## src/rtl/mem_stage_pkg.sv

```systemverilog
// mem_stage_pkg: funct3 codes, FSM state encoding and width-legality helpers for the MEM stage
package mem_stage_pkg;
  localparam logic [2:0] F3_LB  = 3'b000;
  localparam logic [2:0] F3_LH  = 3'b001;
  localparam logic [2:0] F3_LW  = 3'b010;
  localparam logic [2:0] F3_LBU = 3'b100;
  localparam logic [2:0] F3_LHU = 3'b101;
  localparam logic [2:0] F3_SB  = 3'b000;
  localparam logic [2:0] F3_SH  = 3'b001;
  localparam logic [2:0] F3_SW  = 3'b010;
  typedef enum logic {IDLE = 1'b0, RMW = 1'b1} state_t;
  function automatic logic load_f3_ok(input logic [2:0] f);
    return f inside {F3_LB, F3_LH, F3_LW, F3_LBU, F3_LHU};
  endfunction
  function automatic logic store_f3_ok(input logic [2:0] f);
    return f inside {F3_SB, F3_SH, F3_SW};
  endfunction
endpackage

```

## src/rtl/mem_stage_lsu_load_ext.sv

```systemverilog
// mem_stage_lsu_load_ext: sign/zero-extends a data_mem word per load funct3 (funct3, word -> result)
module mem_stage_lsu_load_ext
  import mem_stage_pkg::*;
(
  input  logic [2:0]  funct3,
  input  logic [31:0] word,
  output logic [31:0] result
);
  always_comb begin
    result = funct3 == F3_LB  ? {{24{word[7]}}, word[7:0]} :
             funct3 == F3_LBU ? {24'b0, word[7:0]} :
             funct3 == F3_LH  ? {{16{word[15]}}, word[15:0]} :
             funct3 == F3_LHU ? {16'b0, word[15:0]} : word;
  end
endmodule

```

## src/rtl/mem_stage_lsu.sv

```systemverilog
// mem_stage_lsu: MEM stage driving data_mem (ce/we/addr/data_i), 2-cycle RMW for SB/SH, registered MEM/WB (wb_*), stall upstream
module mem_stage_lsu
  import mem_stage_pkg::*;
#(
  parameter int MEM_BYTES = 1024
) (
  input  logic        clk,
  input  logic        rst,
  input  logic        ex_valid,
  input  logic        ex_mem_read,
  input  logic        ex_mem_write,
  input  logic [2:0]  ex_funct3,
  input  logic [31:0] ex_addr,
  input  logic [31:0] ex_store_data,
  input  logic [31:0] ex_alu_result,
  input  logic [4:0]  ex_rd,
  input  logic        ex_reg_write,
  output logic        mem_ce,
  output logic        mem_we,
  output logic [31:0] mem_addr,
  output logic [31:0] mem_data_i,
  input  logic [31:0] mem_data_o,
  output logic        stall,
  output logic        wb_valid,
  output logic [4:0]  wb_rd,
  output logic        wb_reg_write,
  output logic [31:0] wb_data,
  output logic        wb_fault
);
  state_t state, state_n;
  logic [31:0] old_q, addr_q, sd_q, ext;
  logic [2:0] f3_q;
  logic [4:0] rd_q;
  logic idle, is_mem, fault, ok_load, ok_store, sub_word;
  mem_stage_lsu_load_ext u_ext (.funct3(ex_funct3), .word(mem_data_o), .result(ext));
  always_comb begin
    idle     = state == IDLE;
    is_mem   = ex_mem_read | ex_mem_write;
    // data_mem touches addr..addr+3, so the last legal base is MEM_BYTES-4 for every width
    fault    = idle & ex_valid & is_mem & ((ex_mem_read & ex_mem_write) |
               (ex_mem_read & !load_f3_ok(ex_funct3)) | (ex_mem_write & !store_f3_ok(ex_funct3)) |
               (ex_addr > 32'(MEM_BYTES - 4)));
    ok_load  = idle & ex_valid & ex_mem_read & !fault;
    ok_store = idle & ex_valid & ex_mem_write & !fault;
    sub_word = ok_store & (ex_funct3 != F3_SW);
  end
  always_ff @(posedge clk) begin
    if (rst) state <= IDLE;
    else state <= state_n;
  end
  always_comb begin
    state_n = (idle & sub_word) ? RMW : IDLE;
  end
  always_comb begin
    mem_ce     = !rst & (!idle | ok_load | ok_store);
    mem_we     = !rst & (!idle | (ok_store & !sub_word));
    mem_addr   = idle ? ex_addr : addr_q;
    mem_data_i = idle ? ex_store_data :
                 f3_q == F3_SB ? {old_q[31:8], sd_q[7:0]} : {old_q[31:16], sd_q[15:0]};
    stall      = !rst & sub_word;
  end
  always_ff @(posedge clk) begin
    if (idle & sub_word) begin
      old_q  <= mem_data_o;
      addr_q <= ex_addr;
      sd_q   <= ex_store_data;
      f3_q   <= ex_funct3;
      rd_q   <= ex_rd;
    end
  end
  always_ff @(posedge clk) begin
    if (rst) begin
      wb_valid     <= 1'b0;
      wb_rd        <= '0;
      wb_reg_write <= 1'b0;
      wb_data      <= '0;
      wb_fault     <= 1'b0;
    end else if (!idle) begin
      wb_valid     <= 1'b1;
      wb_rd        <= rd_q;
      wb_reg_write <= 1'b0;
      wb_data      <= '0;
      wb_fault     <= 1'b0;
    end else if (!ex_valid || sub_word) begin
      wb_valid     <= 1'b0;
      wb_reg_write <= 1'b0;
    end else begin
      wb_valid     <= 1'b1;
      wb_rd        <= ex_rd;
      wb_fault     <= fault;
      wb_reg_write <= (ok_load | !is_mem) & ex_reg_write;
      wb_data      <= ok_load ? ext : is_mem ? 32'b0 : ex_alu_result;
    end
  end
endmodule

```

## config.mk

```make
export PLATFORM = sky130hd
export DESIGN_NAME = mem_stage_lsu
export DESIGN_NICKNAME = d
export VERILOG_FILES = /design/src/rtl/mem_stage_pkg.sv /design/src/rtl/mem_stage_lsu_load_ext.sv /design/src/rtl/mem_stage_lsu.sv
export SDC_FILE = /design/constraint.sdc
export NUM_CORES = 1
export LEC_CHECK = 0
export BUFFER_PORTS_ARGS = -buffer_cell sky130_fd_sc_hd__clkbuf_2
export CAP_MARGIN = 10
export CORE_ASPECT_RATIO = 0.75
export CORE_MARGIN = 5
export CORE_UTILIZATION = 35
export CTS_CLUSTER_DIAMETER = 30
export DETAILED_ROUTE_END_ITERATION = 10
export GPL_TIMING_DRIVEN = 1
export PLACE_DENSITY = 0.65
export SLEW_MARGIN = 40
export SYNTH_ARGS = -nofsm -noshare
export SYNTH_HDL_FRONTEND = slang
export SYNTH_SLANG_ARGS = --single-unit
```

## constraint.sdc

```tcl
create_clock -name clk -period 7.36 [get_ports clk]
set_clock_uncertainty 0.1 [all_clocks]
set_input_delay 0.368 -clock clk [delete_from_list [all_inputs] [get_ports clk]]
set_output_delay 0.368 -clock clk [all_outputs]
set_load 0.01 [all_outputs]
```

After elaboration in Yosys (flattened, before gate mapping). Index checks and enable logic that the tools add are counted.

Add/sub/neg operators: 0. $mul: 0. Div/mod/pow operators: 0. Order comparisons: 1. Equal/unequal tests: 6. Shift-type cells: 0. Mux-type cells: 14. Bitwise operators: 26. Reduce and logical (&&, ||, !) cells: 14.

Operators with widths (count): $mux W32 (8); $gt A32 B10 Y1 const B (1); $and A1 B1 Y1 (17); $mux W16 (1); $mux W5 (2); $or A1 B1 Y1 (8); $logic_not A1 Y1 (7); $eq A3 B3 Y1 const B (2); $logic_not A3 Y1 (2); $reduce_bool A5 Y1 (1); $eq A3 B1 Y1 const B (1); $eq A3 B2 Y1 const B (1); $mux W1 (3); $ne A3 B2 Y1 const B (1); $reduce_bool A3 Y1 (1); $reduce_or A3 Y1 (1); $ne A2 B2 Y1 const B (1); $reduce_or A2 Y1 (1); $logic_or A1 B1 Y1 (1); $not A1 Y1 (1).

Bits in registers: 129. Latch bits: 0. Bits in writable memories: 0. Bits in read-only memories: 0. Output and inout port bits: 107. Logic and storage cells: 72. Memories: 0.

Depth between registers and ports, before layout. Gate-level depths: netlist of run 1.

Depth after elaboration: 15. Depth in mapped cells: 8. Depth with buffers taken out: 5.

Modules after synthesis. Synthesis of run 1 repeated with hierarchy kept, for this count alone.

Cells, all modules: 422. Area total of the unflattened synthesis: 5425.2 um^2.

Modules (own cells, without submodules): mem_stage_lsu (instances 1, cells each 355, area an instance 5061.1 um^2, seq. area each 3223.1 um^2); mem_stage_lsu_load_ext (instances 1, cells each 67, area an instance 364.1 um^2, seq. area each 0.0 um^2).

Least setup slack after synthesis of run 1. OpenSTA, ideal clock, no wires.

Path kind: input port to flip-flop. Start point: in ex_addr[12]. End point: reg addr_q[0], enable pin. Data arrival time: 7.110 ns. Setup slack: -0.466 ns. Cell stages on the path: 6. Path through: nor4_1 -> nand4_1 -> nor3_1 -> clkbuf_1 -> nand4_1 -> nor3_1.

Longest elaborated chain between the ends: 7.

Ends and longest elaborated chain: start, declared (RTL line mem_stage_lsu.sv:13) `input logic [31:0] ex_addr,`; $gt A32 B10 Y1 (RTL line mem_stage_lsu.sv:42) `(ex_addr > 32'(MEM_BYTES - 4)));`; $or A1 B1 Y1 (RTL line mem_stage_lsu.sv:41) `(ex_mem_read & !load_f3_ok(ex_funct3)) | (ex_mem_write & !store_f3_ok(ex_funct3)) |`; $and A1 B1 Y1 (RTL line mem_stage_lsu.sv:40) `fault = idle & ex_valid & is_mem & ((ex_mem_read & ex_mem_write) |`; $logic_not A1 Y1 (RTL line mem_stage_lsu.sv:44) `ok_store = idle & ex_valid & ex_mem_write & !fault;`; $and A1 B1 Y1 (RTL line mem_stage_lsu.sv:44); $and A1 B1 Y1 (RTL line mem_stage_lsu.sv:45) `sub_word = ok_store & (ex_funct3 != F3_SW);`; $and A1 B1 Y1 (RTL line mem_stage_lsu.sv:63) `if (idle & sub_word) begin`; end signal, assigned (RTL line mem_stage_lsu.sv:65) `addr_q <= ex_addr;`; end, declared (RTL line mem_stage_lsu.sv:31) `logic [31:0] old_q, addr_q, sd_q, ext;`.

Every way passes these cells. A chain may end at the register's enable or synchronous reset.

Final worst setup path of run 1.
Start point: in ex_addr[28]. End point: reg sd_q[3], enable pin.

Longest elaborated chain between the ends: 7.

Ends and longest elaborated chain: $gt A32 B10 Y1 (RTL line mem_stage_lsu.sv:42); $or A1 B1 Y1 (RTL line mem_stage_lsu.sv:41); $and A1 B1 Y1 (RTL line mem_stage_lsu.sv:40); $logic_not A1 Y1 (RTL line mem_stage_lsu.sv:44); $and A1 B1 Y1 (RTL line mem_stage_lsu.sv:44); $and A1 B1 Y1 (RTL line mem_stage_lsu.sv:45); $and A1 B1 Y1 (RTL line mem_stage_lsu.sv:63); end signal, assigned (RTL line mem_stage_lsu.sv:66) `sd_q <= ex_store_data;`; end, declared (RTL line mem_stage_lsu.sv:31).

Every way passes these cells.

==> flow_metrics.env, run 1 <==
export IMPL_initial_utilization_pct=35.38
export IMPL_io_buffer_count=248
export IMPL_grt_setup_unrepaired="no"
export IMPL_syn_inst=419
export IMPL_crit_arrival_ns=3.26
export IMPL_synth_compound_area_share_pct=16.39
export IMPL_fp_dieW_um=152.6
export IMPL_worst_path_max_delay_cell="buf_4"
export IMPL_hp_class="in2reg"
export IMPL_critPathMaxStageDelay_ns=0.71
export IMPL_hpwl_um=12120
export IMPL_wl_per_cell_um=17.87
export IMPL_peakVddDrop_mv=0.1378
export IMPL_synth_cell_types=39
export IMPL_slew_headroom_pct=47.88
export IMPL_cp_max_fo=56
export IMPL_num_rows=39
export IMPL_dr_pass1_iters=6
export IMPL_leakage_uw=0.003158
export IMPL_clockBufferDepth=2
export IMPL_p_per_area_nw_per_um2=232.1
export IMPL_final_setup_viol_count=0
export IMPL_seqPwrFrac_pct=42.7
export IMPL_cts_made_buffers=17
export IMPL_netlist_area_um2=5335
export IMPL_clkTransAtPathRegs_ns=0.06
export IMPL_diodes=0
export IMPL_yosys_area_share_xor_xnor_pct=0
export IMPL_cts_setup_buffers=0
export IMPL_htree_levels=4
export IMPL_clkPwrFrac_pct=48.4
export IMPL_power_internal_uw=1332
export IMPL_maxSlewViolCount=0
export IMPL_synth_nets=561
export IMPL_status="complete, no violations"
export IMPL_area_delta_synth_final_pct=39.17
export IMPL_drt_wl_total_um=15740
export IMPL_track_usage_pct=17.20
export IMPL_synth_top_family_by_area="compound AO/OA/AOI/OAI gates"
export IMPL_end_kind="register"
export IMPL_grt_max_degree=57
export IMPL_switching_share_pct=22.68
export IMPL_maxCapViolCount=0
export IMPL_worstMarginPinSlew_ns=0.7796
export IMPL_synth_edf_count=80
export IMPL_synth_ff_type="edfxtp_1"
export IMPL_final_area_um2=7425
export IMPL_fin_crit_sh_pct=45.19
export IMPL_worstSetupStartpointType="input pin"
export IMPL_avgSynthCellArea_um2=12.73
export IMPL_clock_latency_ns=0.41
export IMPL_pwr_share_comb_pct=8.9
export IMPL_cts_sinks=121
export IMPL_antenna_found_initial=0
export IMPL_postPlaceCellArea_um2=6818
export IMPL_period_needed_ns=3.326
export IMPL_ioPinCount=249
export IMPL_synth_async_sr_flop_share_pct=0
export IMPL_route_antenna_remaining_nets=0
export IMPL_die_h_um=116.9
export IMPL_drive_above_1_share_pct=51.92
export IMPL_cts_root_buf="clkbuf_16"
export IMPL_ctsHoldBuffers=0
export IMPL_overflow=0
export IMPL_reg2reg_depth=6
export IMPL_core_area_um2=15080
export IMPL_worstHoldPathCells=1
export IMPL_post_cts_resize_count=0
export IMPL_synthMuxAreaShare_pct=13.32
export IMPL_place_congestion=0.8487
export IMPL_synth_seq_cells=121
export IMPL_crit_required_ns=7.29
export IMPL_synth_simple_area_share_pct=7.364
export IMPL_vias=4440
export IMPL_drt_initial_drc_count=269
export IMPL_ys_warn_count=0
export IMPL_final_nets=805
export IMPL_setup_tns_ns=0
export IMPL_synthAdderAreaFrac_pct=0
export IMPL_fmax_mhz=300.7
export IMPL_crit_type="in2reg"
export IMPL_first_global_vias=4289
export IMPL_switching_power_uw=390.7
export IMPL_drt_vias_per_instance=5.040
export IMPL_synth_seq_area_share_pct=60.41
export IMPL_cts_tree="done"
export IMPL_grt_pass1_wl_um=23720
export IMPL_remaining_drc_errors=0
export IMPL_die_area_um2=17840
export IMPL_hold_viol_final=0
export IMPL_cp_cell_sequence="clkbuf_2 > nor4_1 > nand4_1 > nor3_2 > buf_4 > nand4_1 > nor3_4 > buf_4"
routing by layer:
metal  vias to the layer above  track usage, %  routed length, µm
met1                      2112           22.67               6987
met5                         -               0                  0
li1                       2131               -                  -
met2                       179           26.54               7383
met3                        18           5.917               1075
met4                         0           6.528                296
synthesized netlist by cell type, types with 2 or more instances:
cell type / count / area share (%)
mux2i_1: 8 / 1.5
nor4_1: 6 / 0.70
mux2_2: 56 / 12
clkbuf_1: 21 / 1.5
a221o_1: 5 / 0.94
a22oi_1: 7 / 0.98
nand4_1: 4 / 0.47
edfxtp_1: 80 / 45
inv_1: 3 / 0.21
buf_1: 3 / 0.21
nor3_1: 6 / 0.56
a21o_1: 17 / 2.4
nand2_1: 5 / 0.35
dfxtp_1: 41 / 15
o21ai_0: 34 / 3.2
nor3b_1: 2 / 0.28
buf_2: 2 / 0.19
a22o_1: 16 / 2.6
a21oi_1: 27 / 2.5
and2_1: 5 / 0.59
nand3b_1: 2 / 0.28
nand2b_1: 2 / 0.23
nor2b_1: 2 / 0.23
o2bb2ai_1: 8 / 1.3
buf_6: 2 / 0.42
a32oi_1: 9 / 1.5
nor2_1: 34 / 2.4
through the flow:
step / total power [µW] / cells / utilization, % / worst slack [ns] / hold WS (ns)
3_3_place_gp: 899.4 / 846 / 44.80 / 3.284 / 0.3380
4_1_cts: 1743 / 881 / 49.24 / 4.016 / 0.02629
6_report: 1723 / 881 / 49.24 / 4.034 / 0.05092
5_1_grt: 1789 / 881 / 49.24 / 3.768 / 0.02805
3_5_place_dp: 903.5 / 849 / 45.22 / 3.582 / 0.3381
2_1_floorplan: 816.1 / 419 / - / 1.973 / 0.3404
worst max-delay path: cells and delay by family:
kind	cells	cell delay, ns
AND/OR/NAND/NOR	5	1.77
buffers and inverters	3	1.08
placed cells by master (no fill, tap or decap), types with 2 or more instances in the layout:
cell | synthesis | layout
nand3b_1 | 2 | 2
mux2i_1 | 8 | 8
a22oi_1 | 7 | 7
mux2_2 | 56 | 56
nand2_1 | 5 | 5
edfxtp_1 | 80 | 80
o2bb2ai_1 | 8 | 8
bufinv_16 | 0 | 2
clkbuf_2 | 0 | 248
buf_4 | 0 | 3
a32oi_1 | 9 | 9
nor2_1 | 34 | 33
a21oi_1 | 27 | 27
dfxtp_1 | 41 | 40
a22o_1 | 16 | 16
nor4_1 | 6 | 6
nor3b_1 | 2 | 2
clkinvlp_4 | 0 | 3
o21ai_0 | 34 | 34
and2_1 | 5 | 5
clkbuf_16 | 0 | 18
nand4_1 | 4 | 4
a221o_1 | 5 | 5
a21o_1 | 17 | 17
nor3_1 | 6 | 2
inv_6 | 0 | 2
clkinv_4 | 0 | 4
nor3_4 | 0 | 3
inv_1 | 3 | 3
nand2b_1 | 2 | 2
state kept, by name (all words and copies together) (netlist names):
register / count
wb_valid: 1
f3_q: 3
addr_q: 32
wb_fault: 1
rd_q: 5
state: 1
wb_reg_write: 1
wb_data: 32
sd_q: 16
wb_rd: 5
old_q: 24
path summary, 6_finish.rpt:
path	slack, ns	startpoint	end
hold reg to reg	0.35	wb_data[29]$_SDFFE_PP0N_	wb_data[29]$_SDFFE_PP0N_
hold / removal	0.05	mem_data_o[21]	old_q[21]$_DFFE_PP_
setup / recovery	4.03	ex_addr[28]	sd_q[3]$_DFFE_PP_
setup reg to reg	4.67	state$_SDFF_PP0_	wb_data[30]$_SDFFE_PP0N_
kinds of logic (layout without fill, tap and decap cells):
| logic type | after synthesis | count (layout) |
|---|---|---|
| compound gates | 129 | 129 |
| flops | 121 | 121 |
| simple gates | 74 | 74 |
| mux | 64 | 64 |
| buf+inv | 31 | 288 |
cell type report:
class	count	area (µm²)
fillers	1344	7654
flip-flops and latches	121	3227
multi-input cells	267	2028
repair buffers	253	1295
clock buffers	20	467.9
well taps	205	256.5
clock inverters	12	138.9
inverters	3	11.26
power by group through the flow:
stage | sequential (µW) | clock, µW | combinational [µW]
final | 736 | 834 | 153
after global routing | 736 | 884 | 169
after CTS | 736 | 853 | 154
after detailed placement | 750 | 0 | 154
after global placement | 750 | 0 | 150
after floorplan | 754 | 0 | 62.3
No activity file was read; power rests on OpenSTA's default activity.
==> run 2: changes to the inputs <==
ABC_AREA = 1   (was unset)
PLACE_DENSITY = unset   (was 0.65)
clock period = 2.8 ns   (was 7.36 ns; I/O delays follow)
==> run 2 against run 1 <==
Final cell count rose by 52%. Critical path depth increased by 7. Total power grew to 2.8 times the previous value. Register-to-register slack lost 4.0 ns. Via count up 40%. Clock power rose to 2.7 times the previous value. Non-clock buffer count up 128. Final area increased by 24%. First-iteration DRC count increased by 43%. Clock-buffer cell count decreased by 1. Routed wire length rose by 30%. Worst setup slack worse by 3.8 ns. Critical path type unchanged. Highest routed layer unchanged.
==> flow_metrics.env, run 2 <==
export IMPL_end_kind="register"
export IMPL_ioPinCount=249
export IMPL_final_setup_viol_count=0
export IMPL_num_rows=41
export IMPL_crit_top_cell="nand2_1"
export IMPL_synth_cell_types=26
export IMPL_cts_setup_buffers=0
export IMPL_overflow=0
export IMPL_synthTopCellsByArea="edfxtp_1 40%, nand2_1 21%, dfxtp_1 14%"
export IMPL_place_ws_ns=0.6056
export IMPL_fmax_mhz=387.2
export IMPL_drt_initial_drc_count=384
export IMPL_die_area_um2=19720
export IMPL_cp_max_fo=31
export IMPL_critPathBufInv=5
export IMPL_track_usage_pct=20.61
export IMPL_hold_viol_final=0
export IMPL_fin_util_pct=54.73
export IMPL_cts_made_buffers=17
export IMPL_critPathMaxStageDelay_ns=0.55
export IMPL_worstSetupStartpointType="input pin"
export IMPL_synth_top_cell_area_share_pct=40.40
export IMPL_clkTransAtPathRegs_ns=0.05
export IMPL_slew_headroom_pct=45.96
export IMPL_fin_crit_sh_pct=92.25
export IMPL_grt_max_degree=75
export IMPL_crit_type="in2reg"
export IMPL_final_nets=1254
export IMPL_core_area_um2=16770
export IMPL_remaining_drc_errors=0
export IMPL_layout_commonest_cell="nand2_1"
export IMPL_status="complete, no violations"
export IMPL_synth_edf_count=80
export IMPL_dr_pass1_iters=5
export IMPL_place_congestion=0.8315
export IMPL_fp_dieW_um=160.5
export IMPL_cts_root_buf="clkbuf_16"
export IMPL_syn_inst=753
export IMPL_avgSynthCellArea_um2=7.896
export IMPL_final_cell_mix="338 x nand2_1, 248 x clkbuf_2, 120 x dlygate4sd3_1"
export IMPL_synth_top_area_cell="edfxtp_1"
export IMPL_drt_vias_per_instance=4.638
export IMPL_synth_nets=895
export IMPL_cp_depth=15
export IMPL_reg_top3="addr_q x32, wb_data x32, old_q x24"
export IMPL_peakVddDrop_mv=0.3703
export IMPL_final_area_um2=9180
export IMPL_drive_above_1_share_pct=29.16
export IMPL_synth_async_sr_flop_share_pct=0
export IMPL_crit_required_ns=3.03
export IMPL_fill_cells=1578
export IMPL_die_h_um=122.9
export IMPL_grt_pass1_wl_um=32080
export IMPL_clock_latency_ns=0.41
export IMPL_htree_levels=4
export IMPL_io_buffer_count=248
export IMPL_maxCapViolCount=0
export IMPL_maxSlewViolCount=0
export IMPL_crit_arrival_ns=2.82
export IMPL_reg2reg_depth=9
export IMPL_yosysMostFrequentCell="nand2_1"
export IMPL_first_global_vias=6182
export IMPL_vias=6219
export IMPL_setup_slack_ns=0.2171
export IMPL_postPlaceCellArea_um2=7356
export IMPL_initial_utilization_pct=35.44
export IMPL_cts_sinks=121
export IMPL_synth_seq_cells=121
export IMPL_leakage_uw=0.004402
export IMPL_multi_input_area_um2=2349
export IMPL_synth_seq_area_share_pct=54.21
export IMPL_ys_top_cells_by_count="338 x nand2_1, 80 x edfxtp_1, 63 x a21oi_1, 57 x nor2_1, 41 x dfxtp_1"
export IMPL_netlist_area_um2=5946
export IMPL_cp_cell_sequence="dlygate4sd3_1 > clkbuf_2 > nor2_1 > nand2_1 > nor2_1 > nand2_1 > nor2_4 > nand2_1 > inv_2 > buf_6 > nand3_1 > nand2_1 > dlygate4sd3_1 > nand2_1 > a21oi_1"
export IMPL_worstHoldPathCells=5
export IMPL_wl_per_cell_um=15.25
export IMPL_route_antenna_remaining_nets=0
export IMPL_register_area_um2=3224
export IMPL_antenna_found_initial=1
export IMPL_worst_path_max_delay_cell="dlygate4sd3_1"
export IMPL_hp_class="in2reg"
export IMPL_cts_tree="done"
export IMPL_drt_wl_total_um=20450
export IMPL_setup_tns_ns=0
export IMPL_period_needed_ns=2.583
export IMPL_area_delta_synth_final_pct=54.40
export IMPL_hpwl_um=13980
export IMPL_worstMarginPinSlew_ns=0.8107
export IMPL_grt_setup_unrepaired="no"
export IMPL_clockBufferDepth=2
export IMPL_synth_ff_type="edfxtp_1"
export IMPL_crit_family="buffers and inverters"
export IMPL_p_per_area_nw_per_um2=528.1
export IMPL_ys_warn_count=0
==> run 2: cell count changes after synthesis, sizes merged, moves of 17 or more <==
cell | before | now
nand2 | 5 | 340
nor2 | 34 | 58
a21o | 17 | 0
a21oi | 27 | 63
nand3 | 1 | 39
mux2 | 56 | 0
inv | 3 | 44
==> run 2: worst min-delay path, stage by stage <==
cell,delay [ns]
clkbuf_2,0.10
nand2_1,0.05
nand2_1,0.06
a21oi_1,0.06
nor2_1,0.08
==> run 2: final cells by class <==
type / count / area share, %
antenna: 1 / 0.02726
clock buffer: 19 / 4.716
clock inverter: 13 / 1.935
inverter: 44 / 1.840
multi-input combinational: 547 / 25.58
sequential: 121 / 35.12
tap: 215 / 2.930
timing repair buffer: 381 / 27.85
==> run 2: final timing paths <==
path / start / end / slack [ns]
max reg2reg: state$_SDFF_PP0_ / wb_data[2]$_SDFFE_PP0N_ / 0.70
min: ex_alu_result[8] / wb_data[8]$_SDFFE_PP0N_ / 0.02
min reg2reg: wb_data[5]$_SDFFE_PP0N_ / wb_data[5]$_SDFFE_PP0N_ / 0.37
max: ex_addr[10] / wb_data[2]$_SDFFE_PP0N_ / 0.22
==> run 2: cells by family after synthesis <==
group	after synthesis	synth area share, %
buffers and inverters	85	6.523
DFF	121	54.21
and+or+nand+nor	459	31.69
AOI/OAI and AO/OA	88	7.576
==> run 2: metrics by stage <==
step	hold slack [ns]	std cells	total power [µW]
detailed placement	0.2357	1188	2476
floorplan	0.1389	753	2225
finish	0.02163	1341	4848
global route	0.07037	1341	5051
global placement	0.2327	1188	2473
CTS	0.006359	1340	4887
==> run 2: repair_timing <==
item,4_1_cts,5_1_grt
hold buffers,120,0
endpoints found under the setup margin,0,8
gates resized for setup,0,3
hold endpoints to repair,117,0
==> run 2: power breakdown <==
group	internal, µW	switching, µW
Clock	1480	790
Combinational	313	315
Sequential	1930	17.8
Total	3730	1120
==> run 2: layer usage <==
metal	vias to the layer above	part of all wire, %	GRT usage [%]
met3	14	7.6	5.975
met2	238	47	34.48
met5	-	0	0
li1	3135	-	-
met4	0	0.95	5.051
met1	2832	45	26.56
==> run 3: changes to the inputs <==
CTS_BUF_LIST = sky130_fd_sc_hd__clkbuf_8   (was unset)
==> run 3 against run 2 <==
Non-clock buffer count rose by 2. Sequential cell count unchanged. Final area shrank 1.9%. Global-route usage increased by 0.074 points. Clock-buffer cell count decreased by 2. Register-to-register slack lost 0.02 ns. Clock power down 26%. Via count down 0.74%. Sequential power is essentially flat. Utilization decreased by 1.1 points. Combinational power is essentially flat. Sequential share of layout area up 0.70 points. Critical endpoint unchanged.
==> flow_metrics.env, run 3 (synthesized netlist as in run 2, its figures left out) <==
export IMPL_status="complete, no violations"
export IMPL_final_nets=1256
export IMPL_first_global_vias=6185
export IMPL_slew_headroom_pct=46.35
export IMPL_die_h_um=122.9
export IMPL_io_buffer_count=248
export IMPL_cts_root_buf="clkbuf_8"
export IMPL_reg_top3="addr_q x32, wb_data x32, old_q x24"
export IMPL_grt_pass1_wl_um=32120
export IMPL_fmax_mhz=380.7
export IMPL_drt_wl_total_um=20420
export IMPL_maxCapViolCount=0
export IMPL_layout_commonest_cell="nand2_1"
export IMPL_timing_hold_ws_ns=0.09763
export IMPL_remaining_drc_errors=0
export IMPL_clockBufferDepth=2
export IMPL_hpwl_um=13980
export IMPL_die_area_um2=19720
export IMPL_worstSetupStartpointType="input pin"
export IMPL_track_usage_pct=20.68
export IMPL_drt_vias_per_instance=4.596
export IMPL_crit_required_ns=3.05
export IMPL_fin_cells=1343
export IMPL_end_kind="register"
export IMPL_drt_initial_drc_count=329
export IMPL_clkTransAtPathRegs_ns=0.08
export IMPL_p_per_area_nw_per_um2=474.1
export IMPL_maxSlewViolCount=0
export IMPL_num_rows=41
export IMPL_fill_cells=1609
export IMPL_clock_latency_ns=0.43
export IMPL_htree_levels=4
export IMPL_core_area_um2=16770
export IMPL_fin_util_pct=53.66
export IMPL_fp_dieW_um=160.5
export IMPL_dp_cells=1188
export IMPL_worstMarginPinSlew_ns=0.8048
export IMPL_final_setup_viol_count=0
export IMPL_wl_per_cell_um=15.20
export IMPL_vias=6173
export IMPL_fin_crit_sh_pct=93.82
export IMPL_cts_setup_buffers=0
export IMPL_hold_viol_final=0
export IMPL_grt_max_degree=75
export IMPL_overflow=0
export IMPL_cts_tree="done"
export IMPL_period_needed_ns=2.627
export IMPL_cp_max_fo=31
export IMPL_drive_above_1_share_pct=29.02
export IMPL_ioPinCount=249
export IMPL_crit_arrival_ns=2.88
export IMPL_area_delta_synth_final_pct=51.39
export IMPL_dr_pass1_iters=4
export IMPL_route_antenna_remaining_nets=0
export IMPL_crit_type="in2reg"
export IMPL_multi_input_area_um2=2345
export IMPL_peakVddDrop_mv=0.2990
export IMPL_cts_made_buffers=17
export IMPL_place_congestion=0.8315
export IMPL_grt_setup_unrepaired="yes"
export IMPL_total_power_uw=4267
export IMPL_hp_class="in2reg"
export IMPL_initial_utilization_pct=35.44
export IMPL_cts_sinks=121
export IMPL_register_area_um2=3224
export IMPL_antenna_found_initial=1
export IMPL_leakage_uw=0.004329
export IMPL_final_cell_mix="338 x nand2_1, 248 x clkbuf_2, 122 x dlygate4sd3_1"
## run 3: layout make-up
type                            count  share of cell area, %
Sequential cell                   121                  35.82
Tap cell                          215                  2.989
Multi-Input combinational cell    547                  26.05
Clock buffer                       17                  2.599
Antenna cell                        1                0.02780
Clock inverter                     15                  2.057
Timing Repair Buffer              383                  28.58
Inverter                           44                  1.877
## run 3: metrics by stage
| step | worst slack, ns | area, µm² | TNS, ns |
|---|---|---|---|
| 2_1_floorplan | 0.4821 | 5949 | 0 |
| 3_3_place_gp | 0.5677 | 7356 | 0 |
| 3_5_place_dp | 0.6056 | 7356 | 0 |
| 4_1_cts | 0.02968 | 8996 | 0 |
| 5_1_grt | -0.02120 | 9001 | -0.04023 |
| 6_report | 0.1729 | 9001 | 0 |
## run 3: worst max-delay path, stage by stage
cell	delay, ns
dlygate4sd3_1	0.54
clkbuf_2	0.12
nor2_1	0.11
nand2_1	0.08
nor2_1	0.14
nand2_1	0.12
nor2_4	0.14
nand2_1	0.12
inv_2	0.09
buf_4	0.33
nand3_1	0.13
nand2_1	0.09
dlygate4sd3_1	0.55
nand2_1	0.05
a21oi_1	0.13
## run 3: repair_timing
action | in CTS | in global routing
resized for setup | 0 | 1
endpoints found under the hold margin | 121 | 0
hold buffers | 122 | 0
endpoints found under the setup margin | 0 | 2
## run 3: worst paths after layout
check                                from                      end  slack (ns)  cells after the start
setup reg to reg         state$_SDFF_PP0_  wb_data[2]$_SDFFE_PP0N_        0.68                      9
setup / recovery              ex_addr[10]  wb_data[2]$_SDFFE_PP0N_        0.17                     15
hold reg to reg   wb_data[5]$_SDFFE_PP0N_  wb_data[5]$_SDFFE_PP0N_        0.37                      2
hold / removal              mem_data_o[7]  wb_data[7]$_SDFFE_PP0N_         0.1                      5
## run 3: report_power, final
group          internal [µW]  switching, µW
Combinational            315            315
Sequential              1930           17.8
Clock                    956            736
Total                   3200           1070
## run 3: per-layer routing
metal / vias to the layer above / share of wire [%] / global-route usage, %
li1: 3137 / - / -
met1: 2791 / 46 / 26.72
met2: 226 / 46 / 34.43
met3: 19 / 7.3 / 6.009
met4: 0 / 1.2 / 5.266
met5: - / 0 / 0
